File: src/rtl/pulse_pkg.sv
// Shared types for the pulse channel: duty selection, voice states and
// the pulse-high decode used by the top level.
package pulse_pkg;

  typedef enum logic [1:0] {
    DUTY_12 = 2'b00,
    DUTY_25 = 2'b01,
    DUTY_50 = 2'b10,
    DUTY_75 = 2'b11
  } duty_t;

  typedef enum logic [1:0] {
    IDLE    = 2'b00,
    PLAY    = 2'b01,
    RELEASE = 2'b10
  } state_t;

  localparam duty_t DUTY_RESET = DUTY_25;

  // Pulse is high in the last fraction of each period, judged from the top 3 phase bits.
  function automatic logic duty_high(input duty_t duty, input logic [2:0] top3);
    logic high;
    high = 1'b0;
    case (duty)
      DUTY_12: high = (top3 == 3'b111);
      DUTY_25: high = (top3[2:1] == 2'b11);
      DUTY_50: high = top3[2];
      DUTY_75: high = (top3[2:1] != 2'b00);
      default: high = 1'b0;
    endcase
    return high;
  endfunction

endpackage

File: src/rtl/pulse_envelope.sv
// Voice state machine with the envelope register and decay-tick counter.
// A note load always wins over note-off and tick in the same cycle.
module pulse_envelope
  import pulse_pkg::*;
#(
  parameter int OUT_W   = 9,
  parameter int DECAY_W = 8
) (
  input  logic               i_clk,
  input  logic               i_rst,
  input  logic               i_tick_stb,
  input  logic               i_note_stb,
  input  logic               i_note_off,
  input  logic [OUT_W-1:0]   i_level,
  input  logic [DECAY_W-1:0] i_decay_period,
  output logic [OUT_W-1:0]   o_envelope,
  output logic [1:0]         o_state,
  output logic               o_note_load
);

  localparam logic [OUT_W-1:0]   ENV_ONE = OUT_W'(1);
  localparam logic [DECAY_W-1:0] CNT_ONE = DECAY_W'(1);

  state_t             r_state;
  state_t             w_state_next;
  logic [OUT_W-1:0]   r_env;
  logic [OUT_W-1:0]   w_env_next;
  logic [DECAY_W-1:0] r_cnt;
  logic [DECAY_W-1:0] w_cnt_next;
  logic [DECAY_W-1:0] r_decay;
  logic [DECAY_W-1:0] w_decay_next;

  always_ff @(posedge i_clk) begin
    if (i_rst) begin
      r_state <= IDLE;
      r_env   <= '0;
      r_cnt   <= '0;
      r_decay <= '0;
    end else begin
      r_state <= w_state_next;
      r_env   <= w_env_next;
      r_cnt   <= w_cnt_next;
      r_decay <= w_decay_next;
    end
  end

  // An envelope that has reached 0 retires the voice on the following cycle.
  always_comb begin
    w_state_next = r_state;
    w_env_next   = r_env;
    w_cnt_next   = r_cnt;
    w_decay_next = r_decay;
    if (i_note_stb) begin
      w_env_next   = i_level;
      w_cnt_next   = '0;
      w_decay_next = i_decay_period;
      w_state_next = (i_level != '0) ? PLAY : IDLE;
    end else begin
      case (r_state)
        PLAY: begin
          if (r_env == '0) begin
            w_state_next = IDLE;
          end else if (i_note_off) begin
            w_state_next = RELEASE;
            w_cnt_next   = '0;
          end else if (i_tick_stb && (r_decay != '0)) begin
            if (r_cnt == (r_decay - CNT_ONE)) begin
              w_cnt_next = '0;
              w_env_next = r_env - ENV_ONE;
            end else begin
              w_cnt_next = r_cnt + CNT_ONE;
            end
          end
        end
        RELEASE: begin
          if (r_env == '0) begin
            w_state_next = IDLE;
          end else if (i_tick_stb) begin
            w_env_next = r_env - ENV_ONE;
          end
        end
        IDLE: begin
        end
        default: w_state_next = IDLE;
      endcase
    end
  end

  assign o_envelope  = r_env;
  assign o_state     = r_state;
  assign o_note_load = i_note_stb;

endmodule

File: src/rtl/pulse_channel_gen.sv
// Pulse-wave voice: phase accumulator, wrap-synchronised duty latch,
// pulse decode and registered output around the envelope sub-module.
module pulse_channel_gen
  import pulse_pkg::*;
#(
  parameter int PHASE_W = 32,
  parameter int OUT_W   = 9,
  parameter int DECAY_W = 8
) (
  input  logic               i_clk,
  input  logic               i_rst,
  input  logic               i_tick_stb,
  input  logic               i_note_stb,
  input  logic               i_note_off,
  input  logic [PHASE_W-1:0] i_phase_delta,
  input  logic [OUT_W-1:0]   i_level,
  input  logic [DECAY_W-1:0] i_decay_period,
  input  logic [1:0]         i_duty,
  output logic [OUT_W-1:0]   o_output,
  output logic               o_frame_pulse,
  output logic               o_active
);

  logic [OUT_W-1:0]   w_env;
  logic [1:0]         w_state_bits;
  state_t             w_state;
  logic               w_note_load;
  logic [PHASE_W:0]   w_sum;
  logic               w_high;

  logic [PHASE_W-1:0] r_phase;
  logic [PHASE_W-1:0] r_delta;
  duty_t              r_duty_active;
  duty_t              r_duty_pending;
  logic [OUT_W-1:0]   r_output;
  logic               r_frame;

  pulse_envelope #(
    .OUT_W   (OUT_W),
    .DECAY_W (DECAY_W)
  ) u_envelope (
    .i_clk          (i_clk),
    .i_rst          (i_rst),
    .i_tick_stb     (i_tick_stb),
    .i_note_stb     (i_note_stb),
    .i_note_off     (i_note_off),
    .i_level        (i_level),
    .i_decay_period (i_decay_period),
    .o_envelope     (w_env),
    .o_state        (w_state_bits),
    .o_note_load    (w_note_load)
  );

  assign w_state = state_t'(w_state_bits);
  assign w_sum   = {1'b0, r_phase} + {1'b0, r_delta};
  assign w_high  = duty_high(r_duty_active, r_phase[PHASE_W-1 -: 3]);

  // Duty only takes effect at phase wrap so a running pulse is never cut or stretched.
  always_ff @(posedge i_clk) begin
    if (i_rst) begin
      r_phase        <= '0;
      r_delta        <= '0;
      r_duty_active  <= DUTY_RESET;
      r_duty_pending <= DUTY_RESET;
      r_output       <= '0;
      r_frame        <= 1'b0;
    end else begin
      r_duty_pending <= duty_t'(i_duty);
      r_output       <= w_high ? w_env : '0;
      r_frame        <= (w_state != IDLE) && r_phase[PHASE_W-1];
      if (w_note_load) begin
        r_phase       <= '0;
        r_delta       <= i_phase_delta;
        r_duty_active <= duty_t'(i_duty);
      end else if (w_state != IDLE) begin
        r_phase <= w_sum[PHASE_W-1:0];
        if (w_sum[PHASE_W]) begin
          r_duty_active <= r_duty_pending;
        end
      end else begin
        r_phase <= '0;
      end
    end
  end

  assign o_output      = r_output;
  assign o_frame_pulse = r_frame;
  assign o_active      = (w_state != IDLE);

endmodule

File: config.mk
export PLATFORM = sky130hd
export DESIGN_NAME = pulse_channel_gen
export DESIGN_NICKNAME = d
export VERILOG_FILES = /design/src/rtl/pulse_pkg.sv /design/src/rtl/pulse_envelope.sv /design/src/rtl/pulse_channel_gen.sv
export SDC_FILE = /design/constraint.sdc
export NUM_CORES = 1
export LEC_CHECK = 0
export BUFFER_PORTS_ARGS = -buffer_cell sky130_fd_sc_hd__buf_2
export CAP_MARGIN = 5
export CORE_ASPECT_RATIO = 1.4
export CORE_MARGIN = 4
export CORE_UTILIZATION = 54
export DETAILED_ROUTE_END_ITERATION = 10
export GPL_TIMING_DRIVEN = 0
export PLACE_DENSITY = 0.77
export SETUP_SLACK_MARGIN = 0.1
export SLEW_MARGIN = 20
export SYNTH_ARGS = -nofsm -noshare
export SYNTH_HDL_FRONTEND = slang
export SYNTH_HIERARCHICAL = 1
export SYNTH_SLANG_ARGS = --single-unit
File: constraint.sdc
create_clock -name i_clk -period 2.32 [get_ports i_clk]
set_clock_uncertainty 0.15 [all_clocks]
set_input_delay 0.696 -clock i_clk [delete_from_list [all_inputs] [get_ports i_clk]]
set_output_delay 0.696 -clock i_clk [all_outputs]
set_load 0.02 [all_outputs]
==> metrics, run 1 <==
full die area 13,500 um^2; layout cells sized above 1 35.7%; pre-CTS setup slack -0.468 ns; FF-to-FF path depth 8; Final Setup Violations 16; area grow syn2layout 31.8%; Sink Count 105; cell area after synthesis 6290 um^2; total number of yosys warnings 6; area of the multi-input gates 4600 um^2; Fin. Hold Viols 0; global-route wire length before repair 27,800 um; sw frac 28.1%; total CTS buffers 9; top_reg_cell synth dfxtp_1; Worst-path clk slew 0.07 ns; Synth Net Count 814; Hold/Removal Path Class flop to flop; FP Rows 46; failing checks setup timing; total core area 11,300 um^2; Fill cells 755; clk buf depth 2; Max Fclk 0.395 GHz; Post-Route WL 18,900 um; Tightest Pin Transition 0.694 ns; Critical path destination u_envelope/o_envelope[2]; Post-CTS Hold Buffers 0; GPL Wtd Cong 0.933; initial antenna violation count 0; port bufs 66; Synth top cells by count dfxtp_1, nor2_1, a21oi_1, mux2i_1, nand2_1; Internal Pwr Total 3.07 mW; Detailed Place HPWL 12,100 um; register area share after synthesis 33.4%; post-route ant nets 0; RR Endpoint u_envelope/o_envelope[2]; Die X 99.2 um; Mapped Avg Cell Area 8.72 um^2; TritonRoute pass-1 iters 5; asr flop ratio synth 0%; Clk pwr share 38.1%; DR WL/cell 18.9 um; Overflow after GRT 0; Worst Path Max Fanout 7; RSZ-0062 raised after global routing true; r2r setup slk -0.21 ns; Rel. slew slack 53.7%; most common cell in the synthesized netlist dfxtp_1; die height 136 um; TritonCTS clock tree done; Critical Path End Type flop; sequential share of power 45.4%; pins over their slew limit 0; area leader, netlist dfxtp_1; post-synthesis cell type count 76; P_leak 3.32 nW; post-route cell area 8290 um^2; CP Launch Type flop; Top Ports 67; status finished with violations; Clk Latency, worst-skew pair 0.36 ns; detailed-route via count 6,232; drt drc 0; antenna fix cells 0; largest net degree at the start of global routing 19; total power 4.27 mW; Total GRT Usage 25.3%; worst path required time 2.47 ns; combinational cell fraction of total power 16.5%; Initial Utilization 55.5%; drt initial violations 470; crit path time final 2.53 ns; Nets 943; vias in the first global route 6,058; # H-tree levels 3; Arr. time, crit path 2.68 ns; Area after DPL 6880 um^2; net switching power 1.20 mW; VDD IR-drop max 0.000335 V; Seq. cell area 2120 um^2; post-synthesis cell count 721; Final WS setup -0.212 ns; RR Startpoint u_envelope/o_envelope[0]; crit share post-route 109%; share of the synthesized area in the top cell type 33.4%; synth top area cells dfxtp_1, ha_1, mux2i_1, nor2_1, a21oi_1; Root Buffer clkbuf_16; power per cell area 515 nW/um^2; FF+latch count, synth 105; critical path class flop to flop; routed vias/inst 6.24; number of synthesized flops with an enable pin 0; CP startpoint u_envelope/o_envelope[0]; MaxCap Viol Count 0
layer usage:
layer  part of all wire, %  GRT usage (%)
met5                     0              0
met2                    53           47.1
met3                   6.4           5.05
met4                   5.2           13.3
met1                    36           26.5
state kept, by name, indices dropped and copies added (netlist names):
signal and count:
o_output 9, u_envelope/o_envelope 9, u_envelope/r_cnt 8, u_envelope/o_state 2
r_delta 32, r_phase 32, r_duty_active 2, u_envelope/r_decay 8
r_duty_pending 2, o_frame_pulse 1
worst min path at each step:
stage	slack [ns]	cells after the start	end	from
finish	0.36	2	r_delta[22]	r_delta[22]
global route	0.38	2	r_delta[27]	r_delta[27]
CTS	0.36	2	r_delta[11]	r_delta[11]
detailed placement	0.34	1	o_output[0]	u_envelope/o_envelope[0]
global placement	0.33	2	r_delta[23]	r_delta[23]
floorplan	0.31	1	o_output[1]	u_envelope/o_envelope[1]
power groups by stage:
| stage | clock network (mW) | registers [mW] | logic [mW] |
|---|---|---|---|
| 2_1_floorplan | 0 | 1.95 | 0.404 |
| 3_3_place_gp | 0 | 1.97 | 0.528 |
| 3_5_place_dp | 0 | 1.97 | 0.548 |
| 4_1_cts | 1.64 | 1.93 | 0.611 |
| 5_1_grt | 1.72 | 1.94 | 0.767 |
| 6_report | 1.63 | 1.94 | 0.704 |
layout by cell type, fill, tap and decap left out, types with 18 or more instances in the layout:
| cell | n |
|---|---|
| dfxtp_1 | 91 |
| buf_2 | 72 |
| mux2i_1 | 42 |
| a21oi_1 | 34 |
| nand3_1 | 20 |
| buf_4 | 46 |
| nand2_1 | 37 |
| nor2_1 | 75 |
| nor3_1 | 18 |
| ha_1 | 25 |
through the flow:
| stage | hold slack [ns] | setup TNS, ns | std cells | util, % |
|---|---|---|---|---|
| finish | 0.358 | -0.995 | 999 | 73.1 |
| global route | 0.376 | -2.16 | 999 | 73.1 |
| CTS | 0.358 | -1.04 | 977 | 67.5 |
| detailed placement | 0.335 | -9.99 | 931 | 60.7 |
| global placement | 0.329 | -8.04 | 931 | 60.7 |
| floorplan | 0.310 | -0.0527 | 721 | - |
critical path: stages (launching register included):
cell and delay (ns):
dfxtp_2 0.33, inv_2 0.07, ha_4 0.13, or3b_4 0.41
or4_4 0.51, and3_4 0.18, buf_8 0.13, or4_4 0.51
nand3_2 0.07
timing repair:
| item | in CTS | in global routing |
|---|---|---|
| pin swaps | 27 | 47 |
| setup endpoints to repair | 41 | 46 |
| resized for setup | 58 | 105 |
| buffers inserted | 29 | 27 |
| gates cloned | 1 | 0 |
cell families after synthesis:
kind of cell,after synthesis,synth area share [%]
adders and majority gates,37,7.48
muxes,42,6.69
buffers and inverters,54,4.10
xor gates and xnor gates,31,4.32
DFF,105,33.4
AOI/OAI and AO/OA,175,20.3
and+or+nand+nor,277,23.7
final cells by class:
class	count	share of cell area [%]
Multi-Input combinational cell	562	55.5
Sequential cell	105	25.6
Timing Repair Buffer	119	9.36
Clock buffer	10	2.88
Buffer	36	2.79
Tap cell	144	2.17
Clock inverter	6	0.876
Inverter	17	0.800
Power figures use the tool's default switching activity.
==> inputs of run 2 (changes only) <==
Settings changed: SKIP_LAST_GASP from default to 1.
==> run 2 against run 1 <==
Against the previous run:
- combinational power down 3.0%
- die area unchanged
- critical endpoint unchanged
- worst setup slack worse by 0.0033 ns
- global-route usage down 0.44 points
- non-clock buffer count unchanged
- sequential share of layout area up 0.45 points
- via count up 1.8%
- final cell count unchanged
- critical path type unchanged
- count of clock-buffer cells in the layout unchanged
- the run still ends with setup timing left
- final area down 1.9%
==> metrics, run 2 (synthesis results as in run 1) <==
status finished with violations; failing checks setup timing; drt initial violations 410; GPL Wtd Cong 0.933; Overflow after GRT 0; layout cells sized above 1 33.8%; hold path startpoint r_delta[27]; initial antenna violation count 0; Worst Path Max Fanout 7; power per cell area 523 nW/um^2; full die area 13,500 um^2; RSZ-0062 raised after global routing true; drt drc 0; # H-tree levels 3; Final Setup Violations 16; detailed-route via count 6,345; most common cell after layout, fill and taps aside dfxtp_1; Sink Count 105; Worst-path clk slew 0.07 ns; Detailed Place HPWL 12,100 um; Post-Route WL 18,900 um; Clk pwr share 38.4%; clk buf depth 2; RR Startpoint u_envelope/o_envelope[0]; Rel. slew slack 51.3%; vias in the first global route 6,010; worst path required time 2.47 ns; critical path class flop to flop; VDD IR-drop max 0.000340 V; met3 Use GR 5.05%; Crit path top cell by count or4_4; post-route ant nets 0; crit share post-route 109%; CP startpoint u_envelope/o_envelope[0]; Max Fclk 0.394 GHz; Post-CTS Hold Buffers 0; Final WS setup -0.215 ns; met2 usage 46.5%; hold_ws 0.357 ns; Top Ports 67; TritonRoute pass-1 iters 7; met1 usage 25.9%; r2r setup slk -0.21 ns; sw frac 28.0%; Fin. Hold Viols 0; sequential share of power 45.5%; Clk Latency, worst-skew pair 0.36 ns; pins over their slew limit 0; area grow syn2layout 29.3%; Nets 943; global-route wire length before repair 27,400 um; FP Rows 46; port bufs 66; Die X 99.2 um; Setup TNS -1.01 ns; P_leak 3.28 nW; die height 136 um; largest net degree at the start of global routing 19; TritonCTS clock tree done; total CTS buffers 9; crit path time final 2.53 ns; Tightest Pin Transition 0.731 ns; routed vias/inst 6.35; CP cell instances inv_2 -> ha_4 -> or3b_4 -> or4_4 -> and3_4 -> buf_8 -> or4_4 -> nand3_2; Fill cells 782; Regs by FF count r_delta: 32 flops, r_phase: 32 flops; Arr. time, crit path 2.69 ns; MaxCap Viol Count 0; net switching power 1.19 mW; most frequent cells in the layout dfxtp_1, nor2_1, buf_2; Critical-path top delay cell or4_4; Internal Pwr Total 3.06 mW; Root Buffer clkbuf_16; Hold/Removal Path Class flop to flop; Critical Path End Type flop; antenna fix cells 0; global routing's busiest layer met2; DR WL/cell 18.9 um; Total GRT Usage 24.9%; combinational cell fraction of total power 16.1%; CP Launch Type flop; Initial Utilization 55.5%; total core area 11,300 um^2; Crit path largest cell delay 0.51 ns
==> run 2: cell count changes in the layout (fill, tap and decap cells not counted), moves of 3 or more <==
cell / before / now
buf_4: 46 / 51
dfxtp_2: 12 / 9
ha_1: 25 / 29
dfxtp_1: 91 / 94
buf_6: 15 / 9
ha_4: 11 / 5
==> run 2: final timing paths <==
check	to	cells after the start
worst max-delay path	u_envelope/o_envelope[2]	8
worst min-delay path	r_delta[27]	2
worst max register to register	u_envelope/o_envelope[2]	8
worst min register to register	r_delta[27]	2
==> run 2: timing repair <==
item / CTS / global route
gates cloned: 1 / 0
gates resized for setup: 46 / 87
endpoints found under the setup margin: 41 / 46
pin swaps: 26 / 46
setup buffers: 29 / 28
==> run 2: power groups by stage <==
stage	clock network, mW	logic, mW	registers (mW)
after floorplan	0	0.404	1.95
after global placement	0	0.528	1.97
after detailed placement	0	0.548	1.97
after CTS	1.64	0.603	1.93
after global routing	1.73	0.744	1.94
final	1.63	0.683	1.93
==> run 2: stage by stage <==
step / util (%) / instances / power [mW] / cell area [um^2] / setup slack [ns]
4_1_cts: 67.2 / 977 / 4.17 / 7620 / -0.146
6_report: 71.7 / 999 / 4.25 / 8130 / -0.215
5_1_grt: 71.7 / 999 / 4.41 / 8130 / -0.235
2_1_floorplan: - / 721 / 2.35 / 6370 / -0.0527
3_5_place_dp: 60.7 / 931 / 2.52 / 6880 / -0.468
3_3_place_gp: 60.7 / 931 / 2.49 / 6880 / -0.439
==> run 2: critical path, delay by kind of cell (launching register included) <==
family | cells | cell delay, ns
adders and majority gates | 1 | 0.13
buffers and inverters | 2 | 0.20
DFF | 1 | 0.33
and+or+nand+nor | 5 | 1.67
==> run 2: layout make-up <==
class	instances	area, um^2	share of cell area (%)
repair buffers	119	753	9.27
multi-input cells	562	4470	55.0
plain buffers	36	229	2.82
inverters	17	66.3	0.816
flip-flops and latches	105	2120	26.1
well taps	144	180	2.22
clock buffers	10	239	2.94
clock inverters	6	72.6	0.893
==> run 2: routing by layer <==
| layer | share of wire (%) | wire length, um |
|---|---|---|
| met1 | 35 | 6620 |
| met5 | 0 | 0 |
| met2 | 52 | 9910 |
| met4 | 5.7 | 1080 |
| met3 | 6.8 | 1290 |
